`src/rtl/fetch_queue.sv`:
```
// Instruction prefetch queue. It sits in front of the F/D latch, drives the
// imem address, captures the synchronous-read data one cycle later, and
// buffers the fetched words together with their PCs in a small FIFO. A
// redirect from execute flushes both the buffered words and the word in flight.
module fetch_queue #(
  parameter int          DEPTH    = 4,
  parameter logic [31:0] RESET_PC = 32'h0000_0000
) (
  input  logic                     clock,
  input  logic                     reset,
  output logic [31:0]              address_imem,
  input  logic [31:0]              q_imem,
  input  logic                     redirect,
  input  logic [31:0]              redirect_pc,
  input  logic                     out_ready,
  output logic                     out_valid,
  output logic [31:0]              out_insn,
  output logic [31:0]              out_pc,
  output logic [31:0]              out_pcPlus1,
  output logic [$clog2(DEPTH):0]   count
);

  localparam int AW = $clog2(DEPTH);
  localparam int CW = AW + 1;

  logic [31:0]   fetch_pc;
  logic          req_d1;
  logic [31:0]   req_pc_d1;
  logic [AW-1:0] wr_ptr;
  logic [AW-1:0] rd_ptr;
  logic [31:0]   mem_insn [DEPTH];
  logic [31:0]   mem_pc   [DEPTH];

  logic [CW-1:0] occupancy;
  logic          issue;
  logic          push;
  logic          pop;

  // A read is only issued when a slot is guaranteed for it: the words already
  // buffered plus the one in flight must leave room, so a push never overflows.
  assign occupancy    = count + CW'(req_d1);
  assign issue        = (occupancy < CW'(DEPTH)) && !redirect;
  assign push         = req_d1 && !redirect;
  assign pop          = out_valid && out_ready && !redirect;
  assign address_imem = fetch_pc;
  assign out_valid    = (count != '0);

  // Fetch address and the one-deep tracker of the read currently in flight.
  // NOTE: sequential state uses non-blocking assignments so every register
  // samples its pre-edge inputs regardless of block ordering.
  always_ff @(posedge clock or negedge reset) begin
    if (!reset) begin
      fetch_pc  <= RESET_PC;
      req_d1    <= 1'b0;
      req_pc_d1 <= 32'h0;
    end else if (redirect) begin
      fetch_pc <= redirect_pc;
      req_d1   <= 1'b0;
    end else if (issue) begin
      fetch_pc  <= fetch_pc + 32'd1;
      req_d1    <= 1'b1;
      req_pc_d1 <= fetch_pc;
    end else begin
      req_d1 <= 1'b0;
    end
  end

  // FIFO bookkeeping: pointers wrap naturally since DEPTH is a power of two.
  always_ff @(posedge clock or negedge reset) begin
    if (!reset) begin
      wr_ptr <= '0;
      rd_ptr <= '0;
      count  <= '0;
    end else if (redirect) begin
      wr_ptr <= '0;
      rd_ptr <= '0;
      count  <= '0;
    end else begin
      if (push) wr_ptr <= wr_ptr + AW'(1);
      if (pop)  rd_ptr <= rd_ptr + AW'(1);
      count <= count + CW'(push) - CW'(pop);
    end
  end

  // Entry storage, written with the captured imem word and its address.
  // NOTE: the storage array has no reset; an entry is never read unless count
  // says it was written, so clearing it would only cost reset fan-out.
  always_ff @(posedge clock) begin
    if (push) begin
      mem_insn[wr_ptr] <= q_imem;
      mem_pc[wr_ptr]   <= req_pc_d1;
    end
  end

  // Head presentation; all tags read as zero while the queue is empty.
  // NOTE: every output gets a default first so no path can infer a latch.
  always_comb begin
    out_insn    = 32'h0;
    out_pc      = 32'h0;
    out_pcPlus1 = 32'h0;
    if (out_valid) begin
      out_insn    = mem_insn[rd_ptr];
      out_pc      = mem_pc[rd_ptr];
      out_pcPlus1 = mem_pc[rd_ptr] + 32'd1;
    end
  end

endmodule
```
`config.mk`:
```
export PLATFORM = sky130hd
export DESIGN_NAME = fetch_queue
export DESIGN_NICKNAME = d
export VERILOG_FILES = /design/src/rtl/fetch_queue.sv
export SDC_FILE = /design/constraint.sdc
export NUM_CORES = 1
export LEC_CHECK = 0
export ABC_CLOCK_PERIOD_IN_PS = 10600
export CORE_MARGIN = 2
export CORE_UTILIZATION = 45
export CTS_CLUSTER_DIAMETER = 40
export DETAILED_ROUTE_END_ITERATION = 16
export GPL_TIMING_DRIVEN = 0
export PLACE_DENSITY = 0.75
export REMOVE_ABC_BUFFERS = 1
export SYNTH_ARGS = -nofsm -noshare
export SYNTH_HDL_FRONTEND = slang
export SYNTH_SLANG_ARGS = --single-unit
```
`constraint.sdc`:
```
create_clock -name clock -period 10.6 [get_ports clock]
set_input_delay 2.65 -clock clock [delete_from_list [all_inputs] [get_ports clock]]
set_output_delay 2.65 -clock clock [all_outputs]
set_load 0.01 [all_outputs]
```
=== Word level (Yosys, flattened, before mapping) ===
Memory sizes are Yosys's and may differ from the RTL's.
Index checks and enable logic that the tools add are counted.

* Input port bits: 68
* Word-level logic and storage cells: 41
* Flip-flop bits (word level): 72
* RAM bits: 256
* Memories: 2

* Reduce and logical (&&, ||, !) cells: 10
* Muxes and demuxes: 14
* Bitwise logic cells: 1
* Order comparisons: 1
* Add/subtract/negate cells: 7

{| class="wikitable"
|+ Memories
! name !! depth !! bits a word !! rd ports !! clocked after memory_dff !! write ports !! RTL line !! source
|-
| mem_insn || 4 || 32 || 1 || 0 || 1 || 31 || <nowiki>logic [31:0] mem_insn [DEPTH];</nowiki>
|-
| mem_pc || 4 || 32 || 1 || 0 || 1 || 32 || <nowiki>logic [31:0] mem_pc [DEPTH];</nowiki>
|}

{| class="wikitable"
|+ Operator list
! kind !! number
|-
| two-way mux 32 bit || 5
|-
| adder 32 x 1 -> 32 bit (second input constant) || 2
|-
| two-way mux 2 bit || 4
|-
| adder 3 x 1 -> 3 bit || 2
|-
| nonzero test 2 bit || 3
|-
| adder 2 x 1 -> 2 bit (second input constant) || 2
|-
| logical AND 1 bit || 4
|-
| two-way mux 1 bit || 4
|-
| less-than comparator 3 bit (second input constant) || 1
|-
| two-way mux 3 bit || 1
|-
| nonzero test 3 bit || 1
|-
| subtractor 3 x 1 -> 3 bit || 1
|-
| AND reduction 2 bit || 1
|-
| logical NOT 1 bit || 1
|-
| inverter 1 bit || 1
|}

=== Logic depth before layout (Yosys ltp) ===
Gate-level depths: netlist (run 1).

* Depth in word-level cells: 5
* Depth in mapped cells: 13

=== Worst setup path before layout (run 1) ===
No wires, ideal clock.

* Path kind: flip-flop to output port
* From: reg rd_ptr[0]
* To: out out_pcPlus1[18]
* Path buffers: 3
* Stages on the path, launching flop included: 10
* Required time: 7.950 ns
* Data arrival time: 2.559 ns
* Path slack: 5.391 ns
* Cell sequence: dfrtp_1 > buf_6 > buf_12 > mux4_2 > ha_1 > nand4_2 > or4_1 > buf_2 > or3_1 > a21oi_1

* Word-level cells in the longest chain between the ends: 3

{| class="wikitable"
|+ RTL lines
! item !! RTL line !! source
|-
| start: declaration || 30 || <nowiki>logic [AW-1:0] rd_ptr;</nowiki>
|-
| start signal: assignment || 80 || <nowiki>if (pop) rd_ptr <= rd_ptr + AW'(1);</nowiki>
|-
| memory read (4 x 32 bit) || n/a ||
|-
| adder 32 x 1 -> 32 bit || 104 || <nowiki>out_pcPlus1 = mem_pc[rd_ptr] + 32'd1;</nowiki>
|-
| two-way mux 32 bit || 101 || <nowiki>if (out_valid) begin</nowiki>
|-
| end: declaration || 19 || <nowiki>output logic [31:0] out_pcPlus1,</nowiki>
|}

No other way between the ends.

=== Final worst setup path (run 1) ===
* From: reg rd_ptr[0]
* To: out out_pcPlus1[26]

Same word-level chain as after synthesis.

==> metrics, run 1 <==
hold depth=0; DRT iter0 DRCs=569; CTS Buffer Depth=3; Die Height=181 µm; Worst Reg-to-Reg Cells=15; # clock sinks=328; IR drop worst, VDD=126 µV; crit end category=output port; mux cell area share after synthesis=0.138; WL met2=14.1 mm; Tmin final=6960 ps; Via density=5.44; largest family of logic cells by synthesized area=multiplexers; Slew Viols, Final=0; Hold WC Path Type=reg -> reg; leakage power=6.07 nW; Compound-Gate Fraction of Synth Area=0.0278; Filler Cell Count=2,315; Initial Utilization=0.458; worst hold slack=516 ps; DR top layer=met4; Crit. Startpoint=rd_ptr[0]$_DFFE_PN0P_; Chip Width=181 µm; total negative slack=0 ps; met3 WL post-DR=1.78 mm; simple-gate area share of the yosys netlist=0.106; most frequent cells after synthesis=256 x edfxtp_1, 72 x dfrtp_1, 68 x and2_1; Switching Fraction=0.297; row count=64; largest net degree at the start of global routing=59; RR Startpoint=count[2]$_DFF_PN0_; Clk pin slew, worst setup/hold paths=60 ps; Hold Crit Start=req_pc_d1[18]$_DFFE_PN0P_; Adder-Cell Fraction of Synth Area=0.00855; top-count cell post-synth=edfxtp_1; Global Route Usage Sum=0.182; Yosys Warn Count=0; R2R setup slack=7110 ps; Max Fclk=0.144 GHz; n_diodes=0; largest cells by area after synthesis=edfxtp_1 55%, dfrtp_1 13%, mux4_2 9.1%; final hold vios=0; Total Power=4.42 mW; share of cells above drive strength 1=0.178; I/O pins=200; post-synthesis cell type count=48; fin nets=1,167; post-place instance area=16,600 µm²; CTS buffer count=43; crit path max fanout=36; TritonRoute pass-1 iters=7; flops & latches, synth=328; Worst-Skew Late Latency=530 ps; Mapped Area=14,000 µm²; P_int=3.11 mW; WHS Endpoint=mem_pc[2][18]$_DFFE_PP_; sequential area share after synthesis=0.676; vias=8,263; Post-CTS Repair Setup Buffers=0; Slew headroom=0.221; Post-CTS Hold Buffers=0; Worst Path Arrival=4300 ps; antenna violations before repair=0; Comb power frac=0.308; clock skew=22.4 ps; grt ovf=0; cells after synthesis=878; pre-CTS setup slack=4100 ps; Final ANT Viol Nets=0; wirelength, routed=29.5 mm; sw power=1.31 mW; die area=32,600 µm²; ys flop type=edfxtp_1; Worst setup SP type=flop; wire length per cell=19.4 µm; Final Worst Setup Slack=3650 ps; RePlAce Congestion=0.805; Worst EP required=7950 ps; CTS tree=yes; Avg Cell Area, Syn=16.0 µm²; Core ar.=30,700 µm²; number of global-route vias before repair=8,251; Area growth, synth to finish=27.7%; DRC Markers=0; worst setup path class=reg -> out; wire length on met1=13.0 mm; post-route cell area=17,900 µm²; number of flops mapped to enable cells by yosys=256; top-area cell type share of the netlist area=0.547; clock root cell=clkbuf_16; post-detail-place hpwl=19.4 mm; final setup violation count=0; Post-Synth XOR/XNOR Area=0.0212; max cap viols=0; fin crit share=0.656; Clock power frac=0.305; post_cts resized=0; ys async rst share=0.220; H-Tree Depth=2; outcome=finished clean; worst r2r dst=count[2]$_DFF_PN0_; Sequential Power Share=0.388; RSZ-0062 raised after global routing=no; Synth area leader=edfxtp_1; I/O Buffers=199; slew at the pin closest to its max-slew limit=1160 ps; power per cell area=247 nW/µm²; first-pass GRT wire length=46.7 mm
worst max-delay path: stages, from the launching register on:
cell and delay, ps:
dfrtp_4 880, buf_16 330, mux4_1 400, nand4_4 170, or4_1 800, nor3_1 340, mux2_2 360, clkdlybuf4s50_1 480
logic make-up after synthesis:
family          Yosys count
fa+ha+maj                 9
flops                   328
compound gates           63
xor+xnor                 34
buf+inv                  61
mux                     108
simple gates            275
registers in the layout (all words and copies together) (netlist names):
register      flops
wr_ptr            2
rd_ptr            2
address_imem     32
mem_pc          128
mem_insn        128
req_d1            1
count             3
req_pc_d1        32
worst max path at each step:
stage,cells past startpoint,end,slack (ps)
floorplan,5,out_pcPlus1[18],3230
global placement,5,out_pcPlus1[22],60
detailed placement,7,out_pcPlus1[26],4100
CTS,7,out_pcPlus1[26],3530
global route,7,out_pcPlus1[18],3330
finish,7,out_pcPlus1[26],3650
per-stage QoR:
stage                     std cells   util
after floorplan                 835      -
after global placement         1430  0.531
after detailed placement       1441  0.540
after CTS                      1520  0.585
after global routing           1520  0.585
final                          1520  0.585
routing by layer:
layer | vias up | GRT usage
li1 | 3836 | -
met1 | 4083 | 0.251
met2 | 289 | 0.296
met3 | 55 | 0.0323
met4 | 0 | 0.0581
met5 | - | 0
final cells by class:
| cell class | instances | area, µm² | share of cell area |
|---|---|---|---|
| Clock buffer | 50 | 1120 | 0.0626 |
| Clock inverter | 29 | 249 | 0.0139 |
| Inverter | 18 | 67.6 | 0.00377 |
| Multi-Input combinational cell | 489 | 4270 | 0.238 |
| Sequential cell | 328 | 9500 | 0.530 |
| Tap cell | 396 | 495 | 0.0276 |
| Timing Repair Buffer | 210 | 2230 | 0.124 |
placed cells by master (no fill, tap or decap), types with 4 or more instances in the layout:
| master | count |
|---|---|
| clkdlybuf4s50_1 | 197 |
| a31oi_1 | 7 |
| nand2_1 | 49 |
| dfrtp_1 | 70 |
| mux2_2 | 41 |
| xnor2_1 | 24 |
| a21oi_1 | 9 |
| and2_1 | 64 |
| nor4_1 | 14 |
| inv_1 | 17 |
| clkinv_2 | 7 |
| clkbuf_16 | 43 |
| clkinv_4 | 4 |
| and4_1 | 5 |
| o31ai_1 | 5 |
| buf_16 | 6 |
| nor2_1 | 46 |
| o311ai_0 | 4 |
| xor2_1 | 10 |
| nand4_1 | 8 |
| mux4_1 | 5 |
| edfxtp_1 | 256 |
| or3_1 | 10 |
| and2_4 | 4 |
| o21ai_0 | 28 |
| ha_1 | 8 |
| nor3_1 | 11 |
| and3_1 | 12 |
| nand3_1 | 28 |
| clkinvlp_4 | 6 |
| mux4_2 | 57 |
| clkbuf_1 | 5 |
| or4_1 | 9 |
power groups by stage:
stage,Sequential [mW],Clock [mW],Combinational [mW]
after global placement,1.77,0,1.32
final,1.71,1.35,1.36
after detailed placement,1.74,0,1.38
after floorplan,1.72,0,0.687
after CTS,1.72,1.38,1.38
after global routing,1.74,1.43,1.46
No activity file was read; power rests on OpenSTA's default activity.
==> inputs of run 2 (changes only) <==
- ABC_CLOCK_PERIOD_IN_PS: 10600 -> 5850
- PLACE_DENSITY: 0.75 -> 0.78
- clock period: 10.6 -> 5.85 ns (I/O delays scaled with it)
==> metrics, run 2 (same netlist as run 1, synthesis figures left out) <==
outcome=finished clean; sw power=2.38 mW; CP endpoint=out_pcPlus1[18]; RSZ-0062 raised after global routing=no; met3 Usage GRT=0.0291; share of cells above drive strength 1=0.180; grt met1 use=0.247; final hold vios=0; most frequent cells in the layout=256 x edfxtp_1, 197 x clkdlybuf4s50_1, 70 x dfrtp_1; n_diodes=0; RePlAce Congestion=0.826; Comb power frac=0.313; Hold WC Path Type=reg -> reg; worst r2r dst=count[2]$_DFF_PN0_; Slew headroom=0.213; final setup violation count=0; Clock power frac=0.314; crit path max fanout=34; Global Route Usage Sum=0.182; clock skew=18.9 ps; post-detail-place hpwl=19.4 mm; max cap viols=0; Worst EP required=4390 ps; P_int=5.79 mW; Switching Fraction=0.291; pre-CTS setup slack=392 ps; commonest non-fill, non-tap cell in the layout=edfxtp_1; global-route track usage on met2=0.298; number of global-route vias before repair=8,417; leakage power=6.12 nW; power per cell area=453 nW/µm²; CTS tree=yes; worst hold slack=512 ps; wirelength, routed=30.1 mm; vias=8,293; post-place instance area=16,600 µm²; Sequential Power Share=0.373; Final ANT Viol Nets=0; crit end category=output port; row count=64; Max Fclk=0.180 GHz; TritonRoute pass-1 iters=4; fin crit share=0.949; Worst Reg-to-Reg Cells=14; Tmin final=5550 ps; wire length per cell=19.8 µm; Initial Utilization=0.458; post_cts resized=0; RR Startpoint=count[2]$_DFF_PN0_; Most Crowded Layer GR=met2; Post-CTS Hold Buffers=0; R2R setup slack=2360 ps; Worst-Skew Late Latency=520 ps; Area growth, synth to finish=28.4%; Core ar.=30,700 µm²; I/O Buffers=199; I/O pins=200; Crit. Startpoint=rd_ptr[1]$_DFFE_PN0P_; DRC Markers=0; H-Tree Depth=2; # clock sinks=328; slew at the pin closest to its max-slew limit=1170 ps; Clk pin slew, worst setup/hold paths=60 ps; Via density=5.46; Chip Width=181 µm; Die Height=181 µm; first-pass GRT wire length=46.8 mm; DRT iter0 DRCs=692; CTS buffer count=40; IR drop worst, VDD=219 µV; Filler Cell Count=2,303; antenna violations before repair=0; CTS Buffer Depth=3; Worst Path Arrival=4090 ps; worst setup path class=reg -> out; largest net degree at the start of global routing=58; Final Worst Setup Slack=297 ps; Worst setup SP type=flop; post-route cell area=18,000 µm²; Post-CTS Repair Setup Buffers=1; grt ovf=0; Slew Viols, Final=0; die area=32,600 µm²; clock root cell=clkbuf_16; fin nets=1,169; biggest regs=mem_insn: 128 flops, mem_pc: 128 flops; total negative slack=0 ps
run 2: changes by cell type in the layout (fill, tap and decap cells not counted):
cell | before | now
clkbuf_16 | 43 | 41
clkinv_2 | 7 | 2
clkinv_4 | 4 | 3
clkinv_1 | 3 | 1
inv_6 | 3 | 7
buf_12 | 3 | 5
clkbuf_8 | 2 | 0
buf_4 | 1 | 4
clkinvlp_2 | 0 | 1
inv_8 | 3 | 2
clkinvlp_4 | 6 | 4
bufinv_16 | 1 | 6
run 2: worst min path at each step:
stage | depth (start not counted) | slack, ps | startpoint | endpoint
2_1_floorplan | 0 | 470 | req_pc_d1[0]$_DFFE_PN0P_ | mem_pc[0][0]$_DFFE_PP_
3_3_place_gp | 0 | 490 | req_pc_d1[29]$_DFFE_PN0P_ | mem_pc[2][29]$_DFFE_PP_
3_5_place_dp | 0 | 500 | req_pc_d1[28]$_DFFE_PN0P_ | mem_pc[0][28]$_DFFE_PP_
4_1_cts | 0 | 520 | req_pc_d1[28]$_DFFE_PN0P_ | mem_pc[0][28]$_DFFE_PP_
6_report | 0 | 510 | req_pc_d1[6]$_DFFE_PN0P_ | mem_pc[3][6]$_DFFE_PP_
5_1_grt | 0 | 530 | req_pc_d1[6]$_DFFE_PN0P_ | mem_pc[0][6]$_DFFE_PP_
run 2: worst max-delay path, stage by stage (launching register included):
cell             delay [ps]
dfrtp_4                 660
buf_12                  270
mux4_1                  360
nand4_2                 250
or4_1                   760
or3_1                   420
a21oi_1                 230
clkdlybuf4s50_1         580
run 2: per-stage QoR:
stage          power [mW]  utilization  instances
3_3_place_gp         5.59        0.531       1430
2_1_floorplan        4.36            -        835
6_report             8.17        0.588       1520
4_1_cts              8.25        0.587       1516
5_1_grt              8.55        0.588       1520
3_5_place_dp         5.66        0.540       1441
run 2: metal layers:
layer / routed length [µm] / part of all wire / up-vias
met3: 1420 / 0.047 / 54
met2: 14600 / 0.49 / 245
met5: 0 / 0 / -
met4: 856 / 0.028 / 0
li1: - / - / 3836
met1: 13200 / 0.44 / 4158
run 2: power groups by stage:
stage	combinational, mW	clock, mW	sequential [mW]
finish	2.55	2.57	3.05
global route	2.75	2.72	3.08
CTS	2.54	2.63	3.09
detailed placement	2.50	0	3.16
global placement	2.38	0	3.21
floorplan	1.24	0	3.12
run 2: cell type report:
class,count,area (µm²),area share
Clock buffer,46,1040,0.0579
Clock inverter,28,372,0.0206
Inverter,18,67.6,0.00375
Multi-Input combinational cell,489,4270,0.237
Sequential cell,328,9500,0.526
Tap cell,396,495,0.0275
Timing Repair Buffer,215,2290,0.127
